===== config.mk =====
export PLATFORM = sky130hd
export DESIGN_NAME = axi_ni_outstanding_tracker
export DESIGN_NICKNAME = d
export VERILOG_FILES = /design/src/rtl/axi_ni_outstanding_tracker.sv
export SDC_FILE = /design/constraint.sdc
export NUM_CORES = 1
export LEC_CHECK = 0
export BUFFER_PORTS_ARGS = -buffer_cell sky130_fd_sc_hd__clkbuf_2
export CAP_MARGIN = 20
export CORE_UTILIZATION = 50
export CTS_CLUSTER_SIZE = 20
export DETAILED_ROUTE_END_ITERATION = 16
export PLACE_DENSITY_LB_ADDON = 0.12
export SKIP_CTS_REPAIR_TIMING = 1
export SLEW_MARGIN = 20
export SYNTH_ARGS = -nofsm -noshare
export SYNTH_HDL_FRONTEND = slang
export SYNTH_SLANG_ARGS = --single-unit

===== constraint.sdc =====
create_clock -name clk -period 10.7 [get_ports clk]
set_input_delay 1.605 -clock clk [delete_from_list [all_inputs] [get_ports clk]]
set_output_delay 1.605 -clock clk [all_outputs]
set_load 0.005 [all_outputs]

===== src/rtl/axi_ni_outstanding_tracker.sv =====
// rtl/axi_ni_outstanding_tracker.sv - per-ID outstanding write/read tracker with issue gating
module axi_ni_outstanding_tracker #(
    parameter int MAX_SUPPORTED_IDS = 16,
    parameter int ID_WIDTH          = 4,
    parameter int CNT_WIDTH         = 4,
    parameter int MAX_PER_ID        = 8,
    parameter int TOT_WIDTH         = 6,
    parameter int MAX_TOTAL         = 32
) (
    input  logic                         clk,
    input  logic                         rst,
    input  logic                         wr_issue,
    input  logic [ID_WIDTH-1:0]          wr_issue_id,
    input  logic                         rd_issue,
    input  logic [ID_WIDTH-1:0]          rd_issue_id,
    input  logic [MAX_SUPPORTED_IDS-1:0] decr_outs_wr_cntr,
    input  logic [MAX_SUPPORTED_IDS-1:0] decr_outs_rd_cntr,
    output logic                         wr_issue_allowed,
    output logic                         rd_issue_allowed,
    output logic [MAX_SUPPORTED_IDS-1:0] response_awaited,
    output logic [TOT_WIDTH-1:0]         wr_total,
    output logic [TOT_WIDTH-1:0]         rd_total,
    output logic                         ni_idle,
    output logic                         err_overflow,
    output logic                         err_underflow
);

    localparam logic [CNT_WIDTH-1:0] PER_LIM = CNT_WIDTH'(MAX_PER_ID);
    localparam logic [TOT_WIDTH-1:0] TOT_LIM = TOT_WIDTH'(MAX_TOTAL);

    logic [CNT_WIDTH-1:0]         wr_cnt [MAX_SUPPORTED_IDS];
    logic [CNT_WIDTH-1:0]         rd_cnt [MAX_SUPPORTED_IDS];
    logic [MAX_SUPPORTED_IDS-1:0] wr_nz, rd_nz;
    logic [MAX_SUPPORTED_IDS-1:0] wr_inc, wr_dec, rd_inc, rd_dec;
    logic [TOT_WIDTH-1:0]         wr_dec_n, rd_dec_n;
    logic                         wr_ovf, rd_ovf, wr_udf, rd_udf;

    always_comb begin
        // Gating looks only at registered state; same-cycle retires do not bypass.
        wr_issue_allowed = (wr_cnt[wr_issue_id] < PER_LIM) && (wr_total < TOT_LIM);
        rd_issue_allowed = (rd_cnt[rd_issue_id] < PER_LIM) && (rd_total < TOT_LIM);
        wr_ovf   = wr_issue && !wr_issue_allowed;
        rd_ovf   = rd_issue && !rd_issue_allowed;
        wr_dec_n = '0;
        rd_dec_n = '0;
        for (int i = 0; i < MAX_SUPPORTED_IDS; i++) begin
            wr_nz[i]  = (wr_cnt[i] != '0);
            rd_nz[i]  = (rd_cnt[i] != '0);
            wr_inc[i] = wr_issue && (wr_issue_id == ID_WIDTH'(i)) && wr_issue_allowed;
            rd_inc[i] = rd_issue && (rd_issue_id == ID_WIDTH'(i)) && rd_issue_allowed;
            wr_dec[i] = decr_outs_wr_cntr[i] && wr_nz[i];
            rd_dec[i] = decr_outs_rd_cntr[i] && rd_nz[i];
            wr_dec_n  = wr_dec_n + TOT_WIDTH'(wr_dec[i]);
            rd_dec_n  = rd_dec_n + TOT_WIDTH'(rd_dec[i]);
        end
        wr_udf           = |(decr_outs_wr_cntr & ~wr_nz);
        rd_udf           = |(decr_outs_rd_cntr & ~rd_nz);
        response_awaited = wr_nz | rd_nz;
        ni_idle          = (wr_total == '0) && (rd_total == '0);
    end

    always_ff @(posedge clk) begin
        if (rst) begin
            for (int i = 0; i < MAX_SUPPORTED_IDS; i++) begin
                wr_cnt[i] <= '0;
                rd_cnt[i] <= '0;
            end
            wr_total      <= '0;
            rd_total      <= '0;
            err_overflow  <= 1'b0;
            err_underflow <= 1'b0;
        end else begin
            for (int i = 0; i < MAX_SUPPORTED_IDS; i++) begin
                if (wr_inc[i] && !wr_dec[i])
                    wr_cnt[i] <= wr_cnt[i] + 1'b1;
                else if (wr_dec[i] && !wr_inc[i])
                    wr_cnt[i] <= wr_cnt[i] - 1'b1;
                if (rd_inc[i] && !rd_dec[i])
                    rd_cnt[i] <= rd_cnt[i] + 1'b1;
                else if (rd_dec[i] && !rd_inc[i])
                    rd_cnt[i] <= rd_cnt[i] - 1'b1;
            end
            wr_total <= wr_total + TOT_WIDTH'(|wr_inc) - wr_dec_n;
            rd_total <= rd_total + TOT_WIDTH'(|rd_inc) - rd_dec_n;
            if (wr_ovf || rd_ovf)
                err_overflow <= 1'b1;
            if (wr_udf || rd_udf)
                err_underflow <= 1'b1;
        end
    end

endmodule


==> out/results.txt, run 1 <==
Outcome: complete, no violations
IO buf count: 76
Peak VDD IR: 0.308 mV
Crit path buffers/inverters: 5
Syn Inst Count: 1,156
Slew HR: 23.7%
Iter 0 DRT Violations: 575
Initial core utilization: 51.4%
Switch share: 40.3%
DR pass1 iterations: 5
Int Pwr: 2.08 mW
Reg2Reg Setup Slack: 5470 ps
Vias: 8,445
Worst skew pair latency: 430 ps
Switching pwr: 1.40 mW
Clock power frac: 17.7%
Row count: 55
PwrDens: 267 mW/mm²
Hold Worst Slack: 539 ps
Final Max Tran Viols: 0
Static leakage: 5.99 nW
Crit path top cell by count: fa_1
CTS Root Cell: clkbuf_16
F_max: 162 MHz
Worst-Margin Slew: 1130 ps
Setup Viol. Count Final: 0
Worst path required time: 11,010 ps
Max stage delay on crit path: 580 ps
Critical Path Start Type: input pin
CP cell instances: clkbuf_2, mux4_2, nor2_1, nor2_1, a2111o_1, o211ai_1, fa_1, inv_1, fa_1, inv_1, fa_1, fa_1, inv_1, fa_1, inv_1, ha_1, a21o_1, a21oi_1, xnor2_1, nor2_1
Post-Place Cell Area: 0.0124 mm²
Final worst-path cycle share: 57.6%
Final Util: 57.1%
RSZ-0062 raised after global routing: false
Worst setup margin: 4540 ps
Arr. time, crit path: 6470 ps
Crit Path Class: input pin to flip-flop
Core Region: 0.0228 mm²
Reg clk slew, reported paths: 70 ps
Most common cell after layout, fill and taps aside: inv_1
Fin Setup TNS: 0 ps
All-layer global routing usage: 24.2%
P&R area growth vs syn: 11.0%
FF+latch count, synth: 142
Largest net degree at the start of global routing: 76
CTS Buf Count: 17
Sequential share of the synthesized area: 35.1%
CTS sink count: 142
Max FO, Critical Path: 15
CP max-delay cell: mux4_2
CTS tree: done
Synth warn: 0
Crit path max-delay family: adder cells
DRC: 0
CP Capture Type: flip-flop
Final ANT Viol Nets: 0
Async S/R FF share, synth: 0%
Post-synth EDFFs: 128
Total I/O pin count: 77
Final hold violations: 0
Post-DP HPWL: 21.9 mm
Antenna diodes: 0
Htree depth: 4
Min cycle time layout: 6160 ps
Nets: 1,436
Die Area: 0.0241 mm²
Final non-filler cell total: 1,554
First-pass GRT wire length: 44.2 mm
Max-cap violations: 0
Initial antenna violation count: 0
Share of layout cells above drive strength 1: 12.8%
Most frequent cells in the layout: 167 x inv_1, 128 x edfxtp_1, 116 x nor2_1
Cell area after layout: 0.0130 mm²
Number of global-route vias before repair: 8,203
Final RePlAce weighted congestion: 0.872
Synth Cell Area: 0.0117 mm²
Placed cell count: 1,522
Die Y-Extent: 155 µm
Total Power: 3.48 mW
Hold WC Path Type: flip-flop to flip-flop
Syn Area/Cell: 10.2 µm²
Comb power frac: 54.4%
Pre-CTS WS: 4090 ps
Vias per cell: 5.43
Routed WL per cell: 17.5 µm
Post-synth cell types: 67
Syn nets: 1,364
Clock skew: 8.31 ps
Global route overflow: 0
DIE WIDTH: 155 µm
Ys flop type: edfxtp_1
Routed WL: 27.3 mm
Sequential Power Share: 27.9%
Clk buf depth: 2
-- Yosys cell counts (9+ instances only) --
cell type  instances  share of area (%)
dfxtp_1           14                2.4
nor2_1           116                3.7
fa_1              60                 10
inv_1            167                5.3
a21o_1            34                2.2
a211o_1           10               0.75
xor2_1            56                4.2
nand3_1            9               0.38
a21oi_1           54                2.3
or3_1             31                1.7
edfxtp_1         128                 33
and3_1            14               0.75
nor4_1            38                2.0
or2_2             11               0.59
ha_1             104                 11
xnor2_1           47                3.5
nand2_1           29               0.93
nor3_1            26                1.1
clkbuf_1          22               0.70
nand2b_1          48                2.6
a22oi_1           15               0.96
nor2b_1           19                1.0
-- final timing paths --
check / startpoint / endpoint / depth (start not counted)
setup reg to reg: rd_cnt[9][0]$_DFFE_PP_ / rd_total[4]$_SDFF_PP0_ / 17
hold / removal: err_overflow$_SDFFE_PP0P_ / err_overflow$_SDFFE_PP0P_ / 2
setup / recovery: rd_issue_id[0] / rd_total[5]$_SDFF_PP0_ / 20
hold reg to reg: err_overflow$_SDFFE_PP0P_ / err_overflow$_SDFFE_PP0P_ / 2
-- worst register-to-register path: stages (launching register included) --
cell      delay [ps]
edfxtp_1         470
inv_1             90
ha_1             200
nor3b_1          640
nor2b_1          280
fa_1             440
ha_1             280
inv_1             40
fa_1             480
inv_1             60
fa_1             510
fa_1             540
inv_1             50
ha_1             200
ha_1             210
fa_1             390
xnor2_1          160
nor2_1            50
-- state kept, by name (all words and copies together) (netlist names) --
signal / cells
err_overflow: 1
err_underflow: 1
rd_cnt: 64
rd_total: 6
wr_cnt: 64
wr_total: 6
-- area by class of cell --
| type | instances | area [µm²] |
|---|---|---|
| clock buffer | 18 | 429 |
| clock inverter | 14 | 169 |
| fill | 2044 | 9810 |
| inverter | 167 | 627 |
| multi-input combinational | 818 | 6870 |
| sequential | 142 | 4120 |
| tap | 313 | 392 |
| timing repair buffer | 82 | 428 |
-- logic make-up (layout without fill, tap and decap cells) --
kind of cell	after synthesis	count (layout)	share of synthesized area, %
muxes	25	25	3.24
and+or+nand+nor	384	384	18.0
xor gates and xnor gates	103	103	7.68
DFF	142	142	35.1
buffers and inverters	196	281	6.43
adders and majority gates	164	164	21.3
AOI/OAI and AO/OA	142	142	8.19
-- power by group through the flow --
stage	Clock [mW]	Sequential, mW	Combinational (mW)
floorplan	0	0.918	1.48
global placement	0	0.977	1.84
detailed placement	0	0.978	1.89
CTS	0.628	0.968	1.92
global route	0.649	0.991	2.23
finish	0.616	0.970	1.90
-- per-layer routing --
layer | vias up | global-route usage [%] | routed length, µm
met5 | - | 0 | 0
met4 | 0 | 6.86 | 496
met3 | 32 | 3.87 | 1130
met2 | 175 | 36.5 | 12100
met1 | 4112 | 35.8 | 13500
li1 | 4126 | - | -
(Power assumes the default switching activity.)
==> run 2: changes to the inputs <==
- ABC_AREA: default -> 1
- clock period: 10.7 -> 5.2 ns (I/O delays scaled with it)
==> run 2 against run 1 <==
Net effect: worst hold slack got worse by 72 ps; synthesized cell count rose by 36%; highest routed layer unchanged; power rose by 78%; clock power rose by 100%; count of clock-buffer cells in the layout rose by 2; routed wire length rose by 13%; sequential power rose by 75%; sequential cell count did not move; die area rose by 7.3%; combinational power rose by 72%; critical endpoint is now wr_total[5]$_SDFF_PP0_; critical path type is now flip-flop to flip-flop; worst setup slack got worse by 4000 ps; clock skew rose by 7.5 ps.
==> out/results.txt, run 2 <==
CTS tree: done
Sequential Power Share: 27.4% (-0.5 points)
Clock power frac: 20.1% (+2.4 points)
Row count: 57 (+3.6%)
Nets: 1,875 (+31%)
Switch share: 42.3% (+2.0 points)
Final hold violations: 0 (unchanged)
Min cycle time layout: 4700 ps
Final Max Tran Viols: 0 (unchanged)
Ys flop type: edfxtp_1
Largest net degree at the start of global routing: 52 (-32%)
DIE WIDTH: 161 µm (+3.6%)
WHS Path Cells: 2 (unchanged)
Top cell type's share of synthesized area: 30.5% (-2.3 points)
Number of global-route vias before repair: 9,999 (+22%)
Initial antenna violation count: 0 (unchanged)
CTS Root Cell: clkbuf_16
P&R area growth vs syn: 11.3%
Most common cell after layout, fill and taps aside: inv_1
Antenna diodes: 0 (unchanged)
Vias: 10,244 (+21%)
Fill cell count: 2,312 (+13%)
FF-to-FF path depth: 17 (unchanged)
Ranking of synthesized cells by instance count: 318 x inv_1, 255 x nand2_1, 212 x nor2_1
Final ANT Viol Nets: 0 (unchanged)
Syn Area/Cell: 8.04 µm² (-21%)
Reg clk slew, reported paths: 70 ps (about the same)
Global route overflow: 0 (unchanged)
Peak VDD IR: 0.506 mV (+64%)
Syn Inst Count: 1,570 (+36%)
Synth warn: 0 (unchanged)
Critical R2R Capture: wr_total[5]$_SDFF_PP0_
CTS sink count: 142 (unchanged)
Crit Path Class: flip-flop to flip-flop
Synth Cell Area: 0.0126 mm² (+7.4%)
Fin Setup TNS: 0 ps (unchanged)
Main area contributors after synthesis: edfxtp_1 30%, ha_1 10%, fa_1 9.5%, inv_1 9.5%, nand2_1 7.6%
Die Area: 0.0259 mm² (+7.3%)
FF+latch count, synth: 142 (unchanged)
Critical Path Start Type: flip-flop
Most frequent cells in the layout: 318 x inv_1, 255 x nand2_1, 212 x nor2_1
Most common cell in the netlist: inv_1
F_max: 213 MHz
Outcome: complete, no violations
Post-DP HPWL: 24.9 mm (+14%)
RSZ-0062 raised after global routing: false
Clk buf depth: 2 (unchanged)
Regs by FF count: rd_cnt (64), wr_cnt (64)
CTS Buf Count: 17 (unchanged)
DR pass1 iterations: 6 (+1)
First-pass GRT wire length: 49.9 mm (+13%)
All-layer global routing usage: 24.8% (+0.61 points)
Max FO, Critical Path: 3 (-12)
Worst skew pair latency: 440 ps (about the same)
IO buf count: 76 (unchanged)
Initial core utilization: 51.4% (about the same)
Share of layout cells above drive strength 1: 13.9% (+1.1 points)
Final RePlAce weighted congestion: 0.906 (+3.9%)
CP Capture Type: flip-flop
Die Y-Extent: 161 µm (+3.6%)
Total I/O pin count: 77 (unchanged)
Routed WL: 30.7 mm (+13%)
Htree depth: 4 (unchanged)
Final worst-path cycle share: 90.3%
Post-synth cell types: 39 (-42%)
Setup Viol. Count Final: 0 (unchanged)
Final Util: 57.3% (+0.20 points)
Hold WC Path Type: flip-flop to flip-flop
Post-synth top area cell: edfxtp_1
Reg2Reg Setup Slack: 500 ps (-4970 ps)
Worst-Margin Slew: 714 ps (-420 ps)
Worst path required time: 5570 ps (-5440 ps)
Comb power frac: 52.5% (-1.9 points)
DRC: 0 (unchanged)
Switching pwr: 2.63 mW (+87%)
Source of the worst register-to-register timing path: wr_cnt[2][3]$_SDFFCE_PN0P_
Static leakage: 7.35 nW (+23%)
Arr. time, crit path: 5070 ps (-1400 ps)
Max-cap violations: 0 (unchanged)
Sequential share of the synthesized area: 32.7% (-2.4 points)
Routed WL per cell: 15.3 µm (-13%)
Post-synth EDFFs: 128 (unchanged)
Int Pwr: 3.58 mW (+72%)
Async S/R FF share, synth: 0% (unchanged)
Vias per cell: 5.11 (-5.9%)
PwrDens: 442 mW/mm² (+66%)
Syn nets: 1,778 (+30%)
Iter 0 DRT Violations: 628 (+9.2%)
Clock skew: 15.9 ps (+7.55 ps)
Core Region: 0.0245 mm² (+7.4%)
End point of the critical path: wr_total[5]$_SDFF_PP0_
Slew HR: 52.4% (+29 points)
Setup crit start: wr_cnt[2][3]$_SDFFCE_PN0P_
run 2: changes by cell type after synthesis, sizes merged, moves of 19 or more:
cell,previous run,this run
xnor2,47,10
nor3,28,3
nand4,4,30
inv,167,342
o21ai,4,31
nand2b,48,0
nand2,29,277
nor4,42,3
nor2,118,230
or3,34,0
a21o,34,1
nand3,9,165
nor2b,19,0
run 2: layout make-up:
type / count / area, µm² / area share, %
multi-input combinational: 1059 / 7050 / 50.2
sequential: 142 / 4120 / 29.4
inverter: 343 / 1290 / 9.18
timing repair buffer: 104 / 591 / 4.20
clock buffer: 20 / 447 / 3.18
tap: 324 / 405 / 2.89
clock inverter: 12 / 139 / 0.989
run 2: power groups by stage:
stage	clock, mW	sequential [mW]	combinational, mW
floorplan	0	1.66	2.49
global placement	0	1.73	3.16
detailed placement	0	1.73	3.27
CTS	1.26	1.70	3.31
global route	1.31	1.73	3.85
finish	1.25	1.70	3.26
run 2: cell families after synthesis:
kind of cell,synth area share [%]
and+or+nand+nor,26.7
DFF,32.7
adders and majority gates,19.8
xor gates and xnor gates,5.14
AOI/OAI and AO/OA,4.17
buffers and inverters,11.4
run 2: routing by layer:
metal	track usage (%)	routed length (µm)	vias to the layer above
met4	8.79	868	0
met5	0	0	-
met1	32.0	13500	4803
met3	4.05	1360	53
met2	41.8	15000	222
li1	-	-	5166
run 2: critical path, cell delays in order, from the launching register on:
cell and delay, ps:
edfxtp_1 460, nor2_1 130, nand3_1 250, nand2_1 310, fa_1 470, ha_1 220, fa_1 510, fa_1 470
fa_1 410, inv_1 80, fa_1 460, inv_1 80, ha_1 220, a21oi_1 140, inv_1 50, a21oi_1 150
o21ai_0 100, a21oi_1 120
run 2: metrics by stage:
step / setup WS [ps] / hold slack (ps) / cell area [µm²] / total power, mW / std cells
finish: 502 / 467 / 14000 / 6.21 / 2004
global placement: 229 / 449 / 13500 / 4.89 / 1972
global route: 153 / 503 / 14000 / 6.89 / 2004
CTS: 478 / 468 / 14000 / 6.28 / 2004
detailed placement: 114 / 450 / 13500 / 5.00 / 1972
floorplan: 300 / 450 / 12600 / 4.15 / 1570
run 2: worst min-delay path by stage:
stage / start / to / slack (ps)
6_report: err_overflow$_SDFFE_PP0P_ / err_overflow$_SDFFE_PP0P_ / 470
5_1_grt: err_overflow$_SDFFE_PP0P_ / err_overflow$_SDFFE_PP0P_ / 500
4_1_cts: err_overflow$_SDFFE_PP0P_ / err_overflow$_SDFFE_PP0P_ / 470
3_5_place_dp: err_overflow$_SDFFE_PP0P_ / err_overflow$_SDFFE_PP0P_ / 450
3_3_place_gp: err_overflow$_SDFFE_PP0P_ / err_overflow$_SDFFE_PP0P_ / 450
2_1_floorplan: err_overflow$_SDFFE_PP0P_ / err_overflow$_SDFFE_PP0P_ / 450
==> run 3: changes to the inputs <==
- PLACE_DENSITY: default -> 0.73
- PLACE_DENSITY_LB_ADDON: 0.12 -> default
==> run 3 against run 2 <==
Net effect: die area unchanged; via count up 1.7%; utilization up 0.16 points.
==> out/results.txt, run 3 (same netlist as run 2, synthesis figures left out) <==
Share of layout cells above drive strength 1: 13.5% (-0.36 points)
Arr. time, crit path: 5090 ps (+20 ps)
Reg clk slew, reported paths: 60 ps (about the same)
Routed WL: 30.7 mm (about the same)
Core Region: 0.0245 mm² (unchanged)
Final ANT Viol Nets: 0 (unchanged)
Final worst-path cycle share: 90.7% (+0.39 points)
DIE WIDTH: 161 µm (unchanged)
Total I/O pin count: 77 (unchanged)
Source of the worst register-to-register timing path: wr_cnt[9][0]$_DFFE_PP_
CP Capture Type: flip-flop
P&R area growth vs syn: 11.6%
Global route overflow: 0 (unchanged)
IO buf count: 76 (unchanged)
Critical Path Start Type: flip-flop
Vias per cell: 5.21 (+2.0%)
Final Util: 57.4% (+0.16 points)
Slew HR: 47.2% (-5.3 points)
Htree depth: 4 (unchanged)
HP Start: err_overflow$_SDFFE_PP0P_
Die Y-Extent: 161 µm (unchanged)
Peak VDD IR: 0.712 mV (+41%)
Die Area: 0.0259 mm² (unchanged)
Most common cell after layout, fill and taps aside: inv_1
Nets: 1,868 (-0.37%)
Iter 0 DRT Violations: 726 (+16%)
Row count: 57 (unchanged)
CTS Buf Count: 17 (unchanged)
DR pass1 iterations: 5 (-1)
Post-DP HPWL: 24.7 mm (-0.80%)
Final RePlAce weighted congestion: 0.957 (+5.7%)
WHS Path Cells: 2 (unchanged)
Reg2Reg Setup Slack: 480 ps (-20 ps)
CTS Root Cell: clkbuf_16
Clk buf depth: 2 (unchanged)
Final Max Tran Viols: 0 (unchanged)
Total Power: 6.40 mW (+3.1%)
Vias: 10,419 (+1.7%)
CTS tree: done
Max-cap violations: 0 (unchanged)
Fin Setup TNS: 0 ps (unchanged)
Most frequent cells in the layout: 318 x inv_1, 255 x nand2_1, 212 x nor2_1
Largest net degree at the start of global routing: 67 (+29%)
Post-Place Cell Area: 0.0134 mm² (-0.39%)
Worst skew pair latency: 430 ps (about the same)
Fill cell count: 2,226 (-3.7%)
CTS sink count: 142 (unchanged)
RSZ-0062 raised after global routing: false
WHS Endpoint: err_overflow$_SDFFE_PP0P_
Final hold violations: 0 (unchanged)
DRC: 0 (unchanged)
Max FO, Critical Path: 4 (+1)
Initial core utilization: 51.4% (unchanged)
FF-to-FF path depth: 19 (+2)
Outcome: complete, no violations
Clock skew: 10.5 ps (-5.39 ps)
Hold WC Path Type: flip-flop to flip-flop
PwrDens: 455 mW/mm² (+2.8%)
First-pass GRT wire length: 50.7 mm (+1.6%)
Routed WL per cell: 15.4 µm (+0.27%)
Cell area after layout: 0.0141 mm² (+0.28%)
Regs by FF count: rd_cnt (64), wr_cnt (64)
Critical R2R Capture: wr_total[5]$_SDFF_PP0_
All-layer global routing usage: 25.0% (+0.23 points)
Initial antenna violation count: 1 (+1)
Setup Viol. Count Final: 0 (unchanged)
Number of global-route vias before repair: 10,421 (+4.2%)
Min cycle time layout: 4720 ps (+20.3 ps)
Static leakage: 7.37 nW (+0.19%)
Worst-Margin Slew: 792 ps (+78.8 ps)
F_max: 212 MHz (-0.43%)
Worst path required time: 5570 ps (about the same)
Crit Path Class: flip-flop to flip-flop
-- run 3: area by class of cell --
class	instances	area, µm²	area share (%)
Sequential cell	142	4120	29.3
Clock buffer	21	460	3.27
Antenna cell	1	2.50	0.0178
Inverter	343	1290	9.15
Tap cell	324	405	2.88
Multi-Input combinational cell	1059	7050	50.1
Timing Repair Buffer	97	538	3.82
Clock inverter	11	214	1.52
-- run 3: stage by stage --
stage          setup WS [ps]  hold WS [ps]  cells
4_1_cts                  469           482   1997
3_5_place_dp            80.6           462   1965
3_3_place_gp             209           448   1965
6_report                 482           482   1998
5_1_grt                  150           498   1997
2_1_floorplan            300           450   1570
-- run 3: worst max-delay path, cell delays in order, from the launching register on --
cell and delay [ps]:
edfxtp_1 430, inv_1 120, ha_1 190, nor3b_1 320
nor2_1 120, fa_1 380, ha_1 290, inv_1 50
fa_1 470, fa_1 460, fa_1 400, inv_1 80
fa_1 460, inv_1 80, ha_1 220, a21oi_1 130
inv_1 50, a21oi_1 150, o21ai_0 110, a21oi_1 140
-- run 3: where the power goes --
part	internal (mW)	leakage [nW]	total, mW	switching, mW
clock network	0.925	0.323	1.43	0.503
logic	1.33	5.57	3.27	1.94
registers	1.53	1.47	1.71	0.180
total	3.78	7.37	6.40	2.63
-- run 3: how the worst max path moves through the flow --
stage,slack [ps],cells after the start,endpoint,startpoint
finish,480,19,wr_total[5]$_SDFF_PP0_,wr_cnt[9][0]$_DFFE_PP_
floorplan,300,27,wr_total[5]$_SDFF_PP0_,wr_issue_id[0]
detailed placement,80,26,wr_total[5]$_SDFF_PP0_,wr_issue_id[0]
global placement,210,26,wr_total[5]$_SDFF_PP0_,wr_issue_id[0]
CTS,470,19,wr_total[5]$_SDFF_PP0_,wr_cnt[9][0]$_DFFE_PP_
global route,150,27,rd_total[5]$_SDFF_PP0_,rd_issue_id[0]
-- run 3: metal layers --
metal,GRT usage [%],vias to the layer above,wire length (µm)
met5,0,-,0
met4,13.5,0,1610
met3,3.51,89,1420
met2,42.4,311,14600
met1,30.8,4854,13100
li1,-,5165,-
